### src/rtl/ccip_mmio_bridge_if.sv
// ccip_mmio_bridge_if: host request/response, CCI-P c0 MMIO request and c2 read-response signals.
interface ccip_mmio_bridge_if #(
    parameter int ADDR_WIDTH = 16,
    parameter int TID_WIDTH  = 9
);
    logic                  req_valid;
    logic                  req_ready;
    logic                  req_write;
    logic [ADDR_WIDTH-1:0] req_addr;
    logic                  req_len;
    logic [63:0]           req_data;
    logic                  rsp_valid;
    logic                  rsp_ready;
    logic [63:0]           rsp_data;
    logic                  rsp_timeout;
    logic                  rsp_err;
    logic                  c0_busy;
    logic                  mmio_wr_valid;
    logic                  mmio_rd_valid;
    logic [ADDR_WIDTH-1:0] mmio_addr;
    logic [1:0]            mmio_length;
    logic [TID_WIDTH-1:0]  mmio_tid;
    logic [511:0]          mmio_data;
    logic                  c2_rd_valid;
    logic [TID_WIDTH-1:0]  c2_tid;
    logic [63:0]           c2_data;
    logic [7:0]            stray_cnt;
    logic                  align_err;

    modport slave (
        input  req_valid, req_write, req_addr, req_len, req_data, rsp_ready, c0_busy,
               c2_rd_valid, c2_tid, c2_data,
        output req_ready, rsp_valid, rsp_data, rsp_timeout, rsp_err, mmio_wr_valid,
               mmio_rd_valid, mmio_addr, mmio_length, mmio_tid, mmio_data, stray_cnt, align_err
    );

    modport master (
        output req_valid, req_write, req_addr, req_len, req_data, rsp_ready, c0_busy,
               c2_rd_valid, c2_tid, c2_data,
        input  req_ready, rsp_valid, rsp_data, rsp_timeout, rsp_err, mmio_wr_valid,
               mmio_rd_valid, mmio_addr, mmio_length, mmio_tid, mmio_data, stray_cnt, align_err
    );
endinterface

### src/rtl/ccip_mmio_bridge.sv
// ccip_mmio_bridge: host MMIO transactions to CCI-P c0 MMIO pulses, with c2 read-response tracking.
// Define CCIP_MMIO_BRIDGE_TIMEOUT_EN to add the read-response timeout.
module ccip_mmio_bridge #(
    parameter int ADDR_WIDTH     = 16,
    parameter int TID_WIDTH      = 9,
    parameter int TIMEOUT_CYCLES = 1024
) (
    input logic clk,
    input logic reset,
    ccip_mmio_bridge_if.slave bus
);
    typedef enum logic [1:0] {IDLE, ISSUE, WAIT_RSP, RSP} state_t;

    state_t                state_q;
    logic                  write_q, len_q, req_ready_q, rsp_valid_q, rsp_err_q, align_err_q;
    logic [ADDR_WIDTH-1:0] addr_q;
    logic [63:0]           data_q, rsp_data_q;
    logic [TID_WIDTH-1:0]  tid_q, exp_tid_q, mmio_tid_q;
    logic [7:0]            stray_q;
    logic                  hs, misaligned, issue_go, match;

    assign hs         = state_q == IDLE && req_ready_q && bus.req_valid;
    assign misaligned = bus.req_len && bus.req_addr[0];
    assign issue_go   = state_q == ISSUE && !bus.c0_busy;
    assign match      = state_q == WAIT_RSP && bus.c2_rd_valid && bus.c2_tid == exp_tid_q;

`ifdef CCIP_MMIO_BRIDGE_TIMEOUT_EN
    localparam int TW = $clog2(TIMEOUT_CYCLES);
    logic [TW-1:0] timer_q;
    logic          rsp_timeout_q;
    assign bus.rsp_timeout = rsp_timeout_q;
`else
    assign bus.rsp_timeout = 1'b0;
`endif

    // The issue pulse must react to c0_busy in the same cycle, so it is gated combinationally.
    assign bus.mmio_wr_valid = reset && issue_go && write_q;
    assign bus.mmio_rd_valid = reset && issue_go && !write_q;
    assign bus.mmio_addr     = addr_q;
    assign bus.mmio_length   = {1'b0, len_q};
    assign bus.mmio_tid      = mmio_tid_q;
    assign bus.mmio_data     = {448'b0, data_q};
    assign bus.req_ready     = req_ready_q;
    assign bus.rsp_valid     = rsp_valid_q;
    assign bus.rsp_data      = rsp_data_q;
    assign bus.rsp_err       = rsp_err_q;
    assign bus.stray_cnt     = stray_q;
    assign bus.align_err     = align_err_q;

    always_ff @(posedge clk) begin
        if (!reset) begin
            state_q     <= IDLE;
            write_q     <= 1'b0;
            len_q       <= 1'b0;
            addr_q      <= '0;
            data_q      <= '0;
            req_ready_q <= 1'b0;
            rsp_valid_q <= 1'b0;
            rsp_err_q   <= 1'b0;
            rsp_data_q  <= '0;
            align_err_q <= 1'b0;
            tid_q       <= '0;
            exp_tid_q   <= '0;
            mmio_tid_q  <= '0;
            stray_q     <= '0;
`ifdef CCIP_MMIO_BRIDGE_TIMEOUT_EN
            timer_q       <= '0;
            rsp_timeout_q <= 1'b0;
`endif
        end else begin
            if (bus.c2_rd_valid && !match && stray_q != 8'hff)
                stray_q <= stray_q + 8'd1;
            case (state_q)
                IDLE: begin
                    if (!hs) begin
                        req_ready_q <= 1'b1;
                    end else if (misaligned) begin
                        align_err_q <= 1'b1;
                        if (!bus.req_write) begin
                            state_q     <= RSP;
                            req_ready_q <= 1'b0;
                            rsp_valid_q <= 1'b1;
                            rsp_err_q   <= 1'b1;
                            rsp_data_q  <= '1;
                        end
                    end else begin
                        state_q     <= ISSUE;
                        req_ready_q <= 1'b0;
                        write_q     <= bus.req_write;
                        addr_q      <= bus.req_addr;
                        len_q       <= bus.req_len;
                        data_q      <= bus.req_data;
                        mmio_tid_q  <= tid_q;
                    end
                end
                ISSUE: begin
                    if (issue_go && write_q) begin
                        state_q     <= IDLE;
                        req_ready_q <= 1'b1;
                    end else if (issue_go) begin
                        state_q   <= WAIT_RSP;
                        exp_tid_q <= tid_q;
                        tid_q     <= tid_q + 1'b1;
`ifdef CCIP_MMIO_BRIDGE_TIMEOUT_EN
                        timer_q <= '0;
`endif
                    end
                end
                WAIT_RSP: begin
                    if (match) begin
                        state_q     <= RSP;
                        rsp_valid_q <= 1'b1;
                        rsp_data_q  <= len_q ? bus.c2_data : {32'b0, bus.c2_data[31:0]};
`ifdef CCIP_MMIO_BRIDGE_TIMEOUT_EN
                    end else if (timer_q == TW'(TIMEOUT_CYCLES - 1)) begin
                        state_q       <= RSP;
                        rsp_valid_q   <= 1'b1;
                        rsp_timeout_q <= 1'b1;
                        rsp_data_q    <= '1;
                    end else begin
                        timer_q <= timer_q + 1'b1;
`endif
                    end
                end
                RSP: begin
                    if (bus.rsp_ready) begin
                        state_q     <= IDLE;
                        req_ready_q <= 1'b1;
                        rsp_valid_q <= 1'b0;
                        rsp_err_q   <= 1'b0;
`ifdef CCIP_MMIO_BRIDGE_TIMEOUT_EN
                        rsp_timeout_q <= 1'b0;
`endif
                    end
                end
            endcase
        end
    end
endmodule

### src/flat_wrapper.sv
// flat-port wrapper written by rule: the top's interface ports become plain ports
module ccip_mmio_bridge_flat 
#(
    parameter int ADDR_WIDTH     = 16,
    parameter int TID_WIDTH      = 9,
    parameter int TIMEOUT_CYCLES = 1024
)
  (clk, reset, bus_req_valid, bus_req_write, bus_req_addr, bus_req_len, bus_req_data, bus_rsp_ready, bus_c0_busy, bus_c2_rd_valid, bus_c2_tid, bus_c2_data, bus_req_ready, bus_rsp_valid, bus_rsp_data, bus_rsp_timeout, bus_rsp_err, bus_mmio_wr_valid, bus_mmio_rd_valid, bus_mmio_addr, bus_mmio_length, bus_mmio_tid, bus_mmio_data, bus_stray_cnt, bus_align_err);
  ccip_mmio_bridge_if #(.ADDR_WIDTH(ADDR_WIDTH), .TID_WIDTH(TID_WIDTH)) bus_i ();
  input logic clk;
  input logic reset;
  input wire logic [$bits(bus_i.req_valid)-1:0] bus_req_valid;
  input wire logic [$bits(bus_i.req_write)-1:0] bus_req_write;
  input wire logic [$bits(bus_i.req_addr)-1:0] bus_req_addr;
  input wire logic [$bits(bus_i.req_len)-1:0] bus_req_len;
  input wire logic [$bits(bus_i.req_data)-1:0] bus_req_data;
  input wire logic [$bits(bus_i.rsp_ready)-1:0] bus_rsp_ready;
  input wire logic [$bits(bus_i.c0_busy)-1:0] bus_c0_busy;
  input wire logic [$bits(bus_i.c2_rd_valid)-1:0] bus_c2_rd_valid;
  input wire logic [$bits(bus_i.c2_tid)-1:0] bus_c2_tid;
  input wire logic [$bits(bus_i.c2_data)-1:0] bus_c2_data;
  output wire logic [$bits(bus_i.req_ready)-1:0] bus_req_ready;
  output wire logic [$bits(bus_i.rsp_valid)-1:0] bus_rsp_valid;
  output wire logic [$bits(bus_i.rsp_data)-1:0] bus_rsp_data;
  output wire logic [$bits(bus_i.rsp_timeout)-1:0] bus_rsp_timeout;
  output wire logic [$bits(bus_i.rsp_err)-1:0] bus_rsp_err;
  output wire logic [$bits(bus_i.mmio_wr_valid)-1:0] bus_mmio_wr_valid;
  output wire logic [$bits(bus_i.mmio_rd_valid)-1:0] bus_mmio_rd_valid;
  output wire logic [$bits(bus_i.mmio_addr)-1:0] bus_mmio_addr;
  output wire logic [$bits(bus_i.mmio_length)-1:0] bus_mmio_length;
  output wire logic [$bits(bus_i.mmio_tid)-1:0] bus_mmio_tid;
  output wire logic [$bits(bus_i.mmio_data)-1:0] bus_mmio_data;
  output wire logic [$bits(bus_i.stray_cnt)-1:0] bus_stray_cnt;
  output wire logic [$bits(bus_i.align_err)-1:0] bus_align_err;
  assign bus_i.req_valid = bus_req_valid;
  assign bus_i.req_write = bus_req_write;
  assign bus_i.req_addr = bus_req_addr;
  assign bus_i.req_len = bus_req_len;
  assign bus_i.req_data = bus_req_data;
  assign bus_i.rsp_ready = bus_rsp_ready;
  assign bus_i.c0_busy = bus_c0_busy;
  assign bus_i.c2_rd_valid = bus_c2_rd_valid;
  assign bus_i.c2_tid = bus_c2_tid;
  assign bus_i.c2_data = bus_c2_data;
  assign bus_req_ready = bus_i.req_ready;
  assign bus_rsp_valid = bus_i.rsp_valid;
  assign bus_rsp_data = bus_i.rsp_data;
  assign bus_rsp_timeout = bus_i.rsp_timeout;
  assign bus_rsp_err = bus_i.rsp_err;
  assign bus_mmio_wr_valid = bus_i.mmio_wr_valid;
  assign bus_mmio_rd_valid = bus_i.mmio_rd_valid;
  assign bus_mmio_addr = bus_i.mmio_addr;
  assign bus_mmio_length = bus_i.mmio_length;
  assign bus_mmio_tid = bus_i.mmio_tid;
  assign bus_mmio_data = bus_i.mmio_data;
  assign bus_stray_cnt = bus_i.stray_cnt;
  assign bus_align_err = bus_i.align_err;
  ccip_mmio_bridge #(.ADDR_WIDTH(ADDR_WIDTH), .TID_WIDTH(TID_WIDTH), .TIMEOUT_CYCLES(TIMEOUT_CYCLES)) u_core (.clk(clk), .reset(reset), .bus(bus_i));
endmodule
### config.mk
export PLATFORM = sky130hd
export DESIGN_NAME = ccip_mmio_bridge_flat
export DESIGN_NICKNAME = d
export VERILOG_FILES = /design/src/rtl/ccip_mmio_bridge_if.sv /design/src/rtl/ccip_mmio_bridge.sv /design/src/flat_wrapper.sv
export SDC_FILE = /design/constraint.sdc
export NUM_CORES = 1
export LEC_CHECK = 0
export CORE_AREA = 2 2 307 309
export DETAILED_ROUTE_END_ITERATION = 10
export DIE_AREA = 0 0 309 311
export PLACE_DENSITY = 0.45
export SYNTH_ARGS = -nofsm -noshare
export SYNTH_HDL_FRONTEND = slang
export SYNTH_SLANG_ARGS = --single-unit
export TNS_END_PERCENT = 10
### constraint.sdc
create_clock -name clk -period 1.6 [get_ports clk]
set_input_delay 0.32 -clock clk [delete_from_list [all_inputs] [get_ports clk]]
set_output_delay 0.32 -clock clk [all_outputs]
set_load 0.01 [all_outputs]
==> run summary <==
RUN STATUS
------------------------------------------------------------------------------------------------------
Result of the run                                                                         finished, violations left
Violations in the final reports                                                           setup timing

TIMING
------------------------------------------------------------------------------------------------------
RSZ-0062 raised after global routing                                                               yes
Crit path time final                                                                           1.97 ns
Fraction of the cycle the final worst path needs                                                  123%
Hold slack                                                                                    0.333 ns
Total negative slack                                                                         -20.18 ns
Worst clock skew                                                                             0.0214 ns
Min setup slack post-route                                                                   -0.368 ns
Count of final setup violators                                                                     151
Max-slew violations                                                                                  0
Hold violation total from the final report                                                           0
Highest achievable clock rate                                                                0.508 GHz

WORST SETUP PATH
------------------------------------------------------------------------------------------------------
CP Launch Type                                                                                register
Library cell contributing the largest single delay on the critical path                   sky130_fd_sc_hd__or4_4
Count of buffer and inverter cells on the critical path                                              1
Worst setup path class                                                                    register to output pin
Crit Path Max Fanout                                                                                 3
Critical Path End Type                                                                      output pin
Crit path cell chain                                                                      or4_4 > nor2_4 > buf_6
Data required time of the critical path                                                        1.28 ns
Family with the most delay on the worst path                                              simple AND/OR/NAND/NOR gates
CP Data Arrival Time                                                                           1.65 ns
Maximum single-stage delay on the critical path                                                0.58 ns

FLOORPLANNING
------------------------------------------------------------------------------------------------------
Full die area                                                                                96100 µm²
Placement row count                                                                                112
Height of the die                                                                               311 µm
I/O pin total                                                                                      779
Core area                                                                                    92800 µm²
Floorplan die width                                                                             309 µm
Initial core utilization                                                                         11.6%

JOB
------------------------------------------------------------------------------------------------------
Max-capacitance violation count                                                                      0

ROUTING
------------------------------------------------------------------------------------------------------
Routed wire length per instance                                                                13.2 µm
Ratio of routed vias to standard cells                                                            2.90
Routed vias                                                                                       8677
Detailed-router iteration count before antenna repair                                                6
Initial drt markers                                                                                296
Number of antenna-violating nets in the routed design                                                0
Post-route DRC                                                                                       0
Total routed wirelength                                                                       39500 µm

GLOBAL ROUTING
------------------------------------------------------------------------------------------------------
Number of antenna violations at the first check in global routing                                    7
Total global routing overflow                                                                        0
Vias in the first global route                                                                    8101
Overall track demand over capacity in global routing                                             7.92%
First-pass GRT wire length                                                                    54700 µm
Largest net degree at the start of global routing                                                   44

CTS
------------------------------------------------------------------------------------------------------
Clock latency on the worst-skew pair                                                           0.52 ns
Clock transition at the register clock pins on the worst setup and hold paths after CTS        0.10 ns
CTS tree                                                                                          done
Number of levels in the clock H-tree                                                                 4
Sink Count                                                                                         187
Clock root buffer                                                                         sky130_fd_sc_hd__clkbuf_16
Number of buffers between clock root and the deepest sink                                            2
Number of buffers created by CTS                                                                    17

YOSYS
------------------------------------------------------------------------------------------------------
EDFF count, synth                                                                                    0
Cell with the most instances after synthesis                                              sky130_fd_sc_hd__buf_4
Proportion of register bits with asynchronous set or reset after synthesis                          0%
Share of the synthesized area in the top cell type                                               34.6%
Cell taking the most area after synthesis                                                 sky130_fd_sc_hd__dfxtp_1
Post-synthesis register bit count                                                                  187
Count of synthesis-stage warnings from yosys                                                         0
Predominant post-synthesis flop cell                                                      sky130_fd_sc_hd__dfxtp_1
Syn Inst Count                                                                                    1327
Area of the mapped netlist                                                                   10800 µm²
Most frequent cells after synthesis                                                       sky130_fd_sc_hd__buf_4 (456), sky130_fd_sc_hd__nand2_1 (213), sky130_fd_sc_hd__dfxtp_1 (187)
Share of synthesized area occupied by flip-flops and latches                                     34.6%
Area contributors post-synth                                                              sky130_fd_sc_hd__dfxtp_1 (35%), sky130_fd_sc_hd__buf_4 (32%), sky130_fd_sc_hd__nand2_1 (7.4%), sky130_fd_sc_hd__a21oi_1 (6.4%), sky130_fd_sc_hd__nor3_2 (5.7%)
Mean cell area of the mapped netlist                                                          8.14 µm²
Count of distinct cell types in the synthesized netlist                                             44

LAYOUT
------------------------------------------------------------------------------------------------------
Area Growth Syn to Fin                                                                           51.8%
Net count, final                                                                                  1886
Fraction of layout instances using a drive strength above 1                                      20.8%
Diode insertion count for antenna repair                                                             0
Fill cell total of the finished layout                                                           10.6k

PWR
------------------------------------------------------------------------------------------------------
Overall power consumption                                                                      13.7 mW
Leakage power figure                                                                           6.97 nW
Worst vdd ir                                                                                  0.910 mV
Total power divided by cell area                                                            838 nW/µm²

HOLD PATH
------------------------------------------------------------------------------------------------------
Worst Hold Class                                                                          input port to register

PLACED DESIGN
------------------------------------------------------------------------------------------------------
Buffers added on ports                                                                             328
Routability Congestion                                                                           0.709
Estimated wirelength of the detail-placed design                                              29400 µm

## cell families after synthesis
| logic type | Yosys count | share of synthesized area (%) |
|---|---|---|
| compound gates | 156 | 7.49 |
| xor+xnor | 15 | 1.22 |
| fa+ha+maj | 2 | 0.232 |
| buf+inv | 528 | 35.0 |
| flops | 187 | 34.6 |
| mux | 4 | 0.371 |
| other cells | 1 | 0.0347 |
| simple gates | 434 | 21.1 |
## where the power goes
group / switching (mW) / internal [mW] / total [mW] / leakage [nW]
Combinational: 2.29 / 1.65 / 3.94 / 5.15
Clock: 2.44 / 2.13 / 4.57 / 0.298
Sequential: 0.205 / 5.03 / 5.24 / 1.52
Total: 4.94 / 8.81 / 13.7 / 6.97
## registers in the layout, indices dropped and copies added, names as in the netlist, 2 cells and up
name and cells:
u_core.tid_q 9, u_core.bus.rsp_data 64, u_core.data_q 64, u_core.bus.stray_cnt 8, u_core.bus.mmio_tid 9, u_core.state_q 2
u_core.bus.mmio_addr 16, u_core.exp_tid_q 9
## cell type report
class	instances	area, µm²	share of cell area [%]
multi-input cells	1061	5740	35.0
well taps	1254	1570	9.57
clock inverters	15	189	1.15
inverters	6	30.0	0.183
clock buffers	17	425	2.59
repair buffers	450	4670	28.5
flip-flops and latches	187	3770	23.0
## per-layer routing
layer	vias to the layer above	track usage (%)	wire length [µm]
met2	449	12.9	18900
li1	4200	-	-
met3	37	3.72	4200
met1	3987	8.93	15600
met5	-	0	27
met4	4	2.99	859
## worst paths after layout
kind | from | end | slack (ns) | cells past startpoint
worst max-delay path | u_core.state_q[1] | bus_mmio_rd_valid | -0.37 | 3
worst min-delay path | bus_req_data[50] | u_core.data_q[50] | 0.33 | 3
worst max register to register | u_core.state_q[0] | u_core.bus.stray_cnt[6] | -0.34 | 9
worst min register to register | u_core.data_q[16] | u_core.data_q[16] | 0.45 | 2
## worst register-to-register path, cell delays in order, from the launching register on
cell	delay, ns
sky130_fd_sc_hd__dfxtp_2	0.35
sky130_fd_sc_hd__buf_6	0.10
sky130_fd_sc_hd__buf_6	0.09
sky130_fd_sc_hd__nor2b_4	0.03
sky130_fd_sc_hd__and2_4	0.17
sky130_fd_sc_hd__and4_4	0.19
sky130_fd_sc_hd__buf_12	0.15
sky130_fd_sc_hd__buf_8	0.13
sky130_fd_sc_hd__or4_4	0.53
sky130_fd_sc_hd__a21oi_2	0.14
## placed cells by master, fill, tap and decap left out, types with 5 or more instances in the layout
| cell type | count |
|---|---|
| sky130_fd_sc_hd__nor2_4 | 30 |
| sky130_fd_sc_hd__nor3_1 | 61 |
| sky130_fd_sc_hd__buf_4 | 51 |
| sky130_fd_sc_hd__nand3_1 | 5 |
| sky130_fd_sc_hd__dlygate4sd2_1 | 146 |
| sky130_fd_sc_hd__buf_16 | 9 |
| sky130_fd_sc_hd__nor2_1 | 15 |
| sky130_fd_sc_hd__clkinv_8 | 6 |
| sky130_fd_sc_hd__xnor2_1 | 5 |
| sky130_fd_sc_hd__buf_6 | 28 |
| sky130_fd_sc_hd__a21oi_2 | 16 |
| sky130_fd_sc_hd__clkdlybuf4s15_2 | 9 |
| sky130_fd_sc_hd__nand2_1 | 213 |
| sky130_fd_sc_hd__o21ai_0 | 6 |
| sky130_fd_sc_hd__dfxtp_1 | 169 |
| sky130_fd_sc_hd__buf_12 | 22 |
| sky130_fd_sc_hd__nor3_2 | 69 |
| sky130_fd_sc_hd__clkdlybuf4s15_1 | 8 |
| sky130_fd_sc_hd__a21oi_1 | 102 |
| sky130_fd_sc_hd__xor2_2 | 7 |
| sky130_fd_sc_hd__nand4_1 | 5 |
| sky130_fd_sc_hd__inv_8 | 6 |
| sky130_fd_sc_hd__conb_1 | 450 |
| sky130_fd_sc_hd__buf_8 | 12 |
| sky130_fd_sc_hd__clkbuf_16 | 18 |
| sky130_fd_sc_hd__clkdlybuf4s50_1 | 160 |
| sky130_fd_sc_hd__a21oi_4 | 22 |
| sky130_fd_sc_hd__dfxtp_2 | 16 |
## metrics by stage
| stage | setup WS (ns) | utilization [%] | cells | area, µm² |
|---|---|---|---|---|
| global placement | -0.867 | 15.7 | 2938 | 14600 |
| finish | -0.368 | 17.7 | 2990 | 16400 |
| global route | -0.470 | 17.7 | 2990 | 16400 |
| detailed placement | -0.857 | 15.7 | 2938 | 14600 |
| floorplan | -0.00258 | - | 1776 | 12500 |
| CTS | -0.519 | 17.4 | 2988 | 16100 |
## timing repair
| item | CTS | global route |
|---|---|---|
| setup endpoints to repair | 332 | 175 |
| pin swaps | 34 | 30 |
| hold buffers | 0 | 0 |
| gates resized for setup | 397 | 66 |
| buffers inserted | 11 | 9 |
| cloned | 10 | 1 |
No activity file was read; power rests on OpenSTA's default activity.
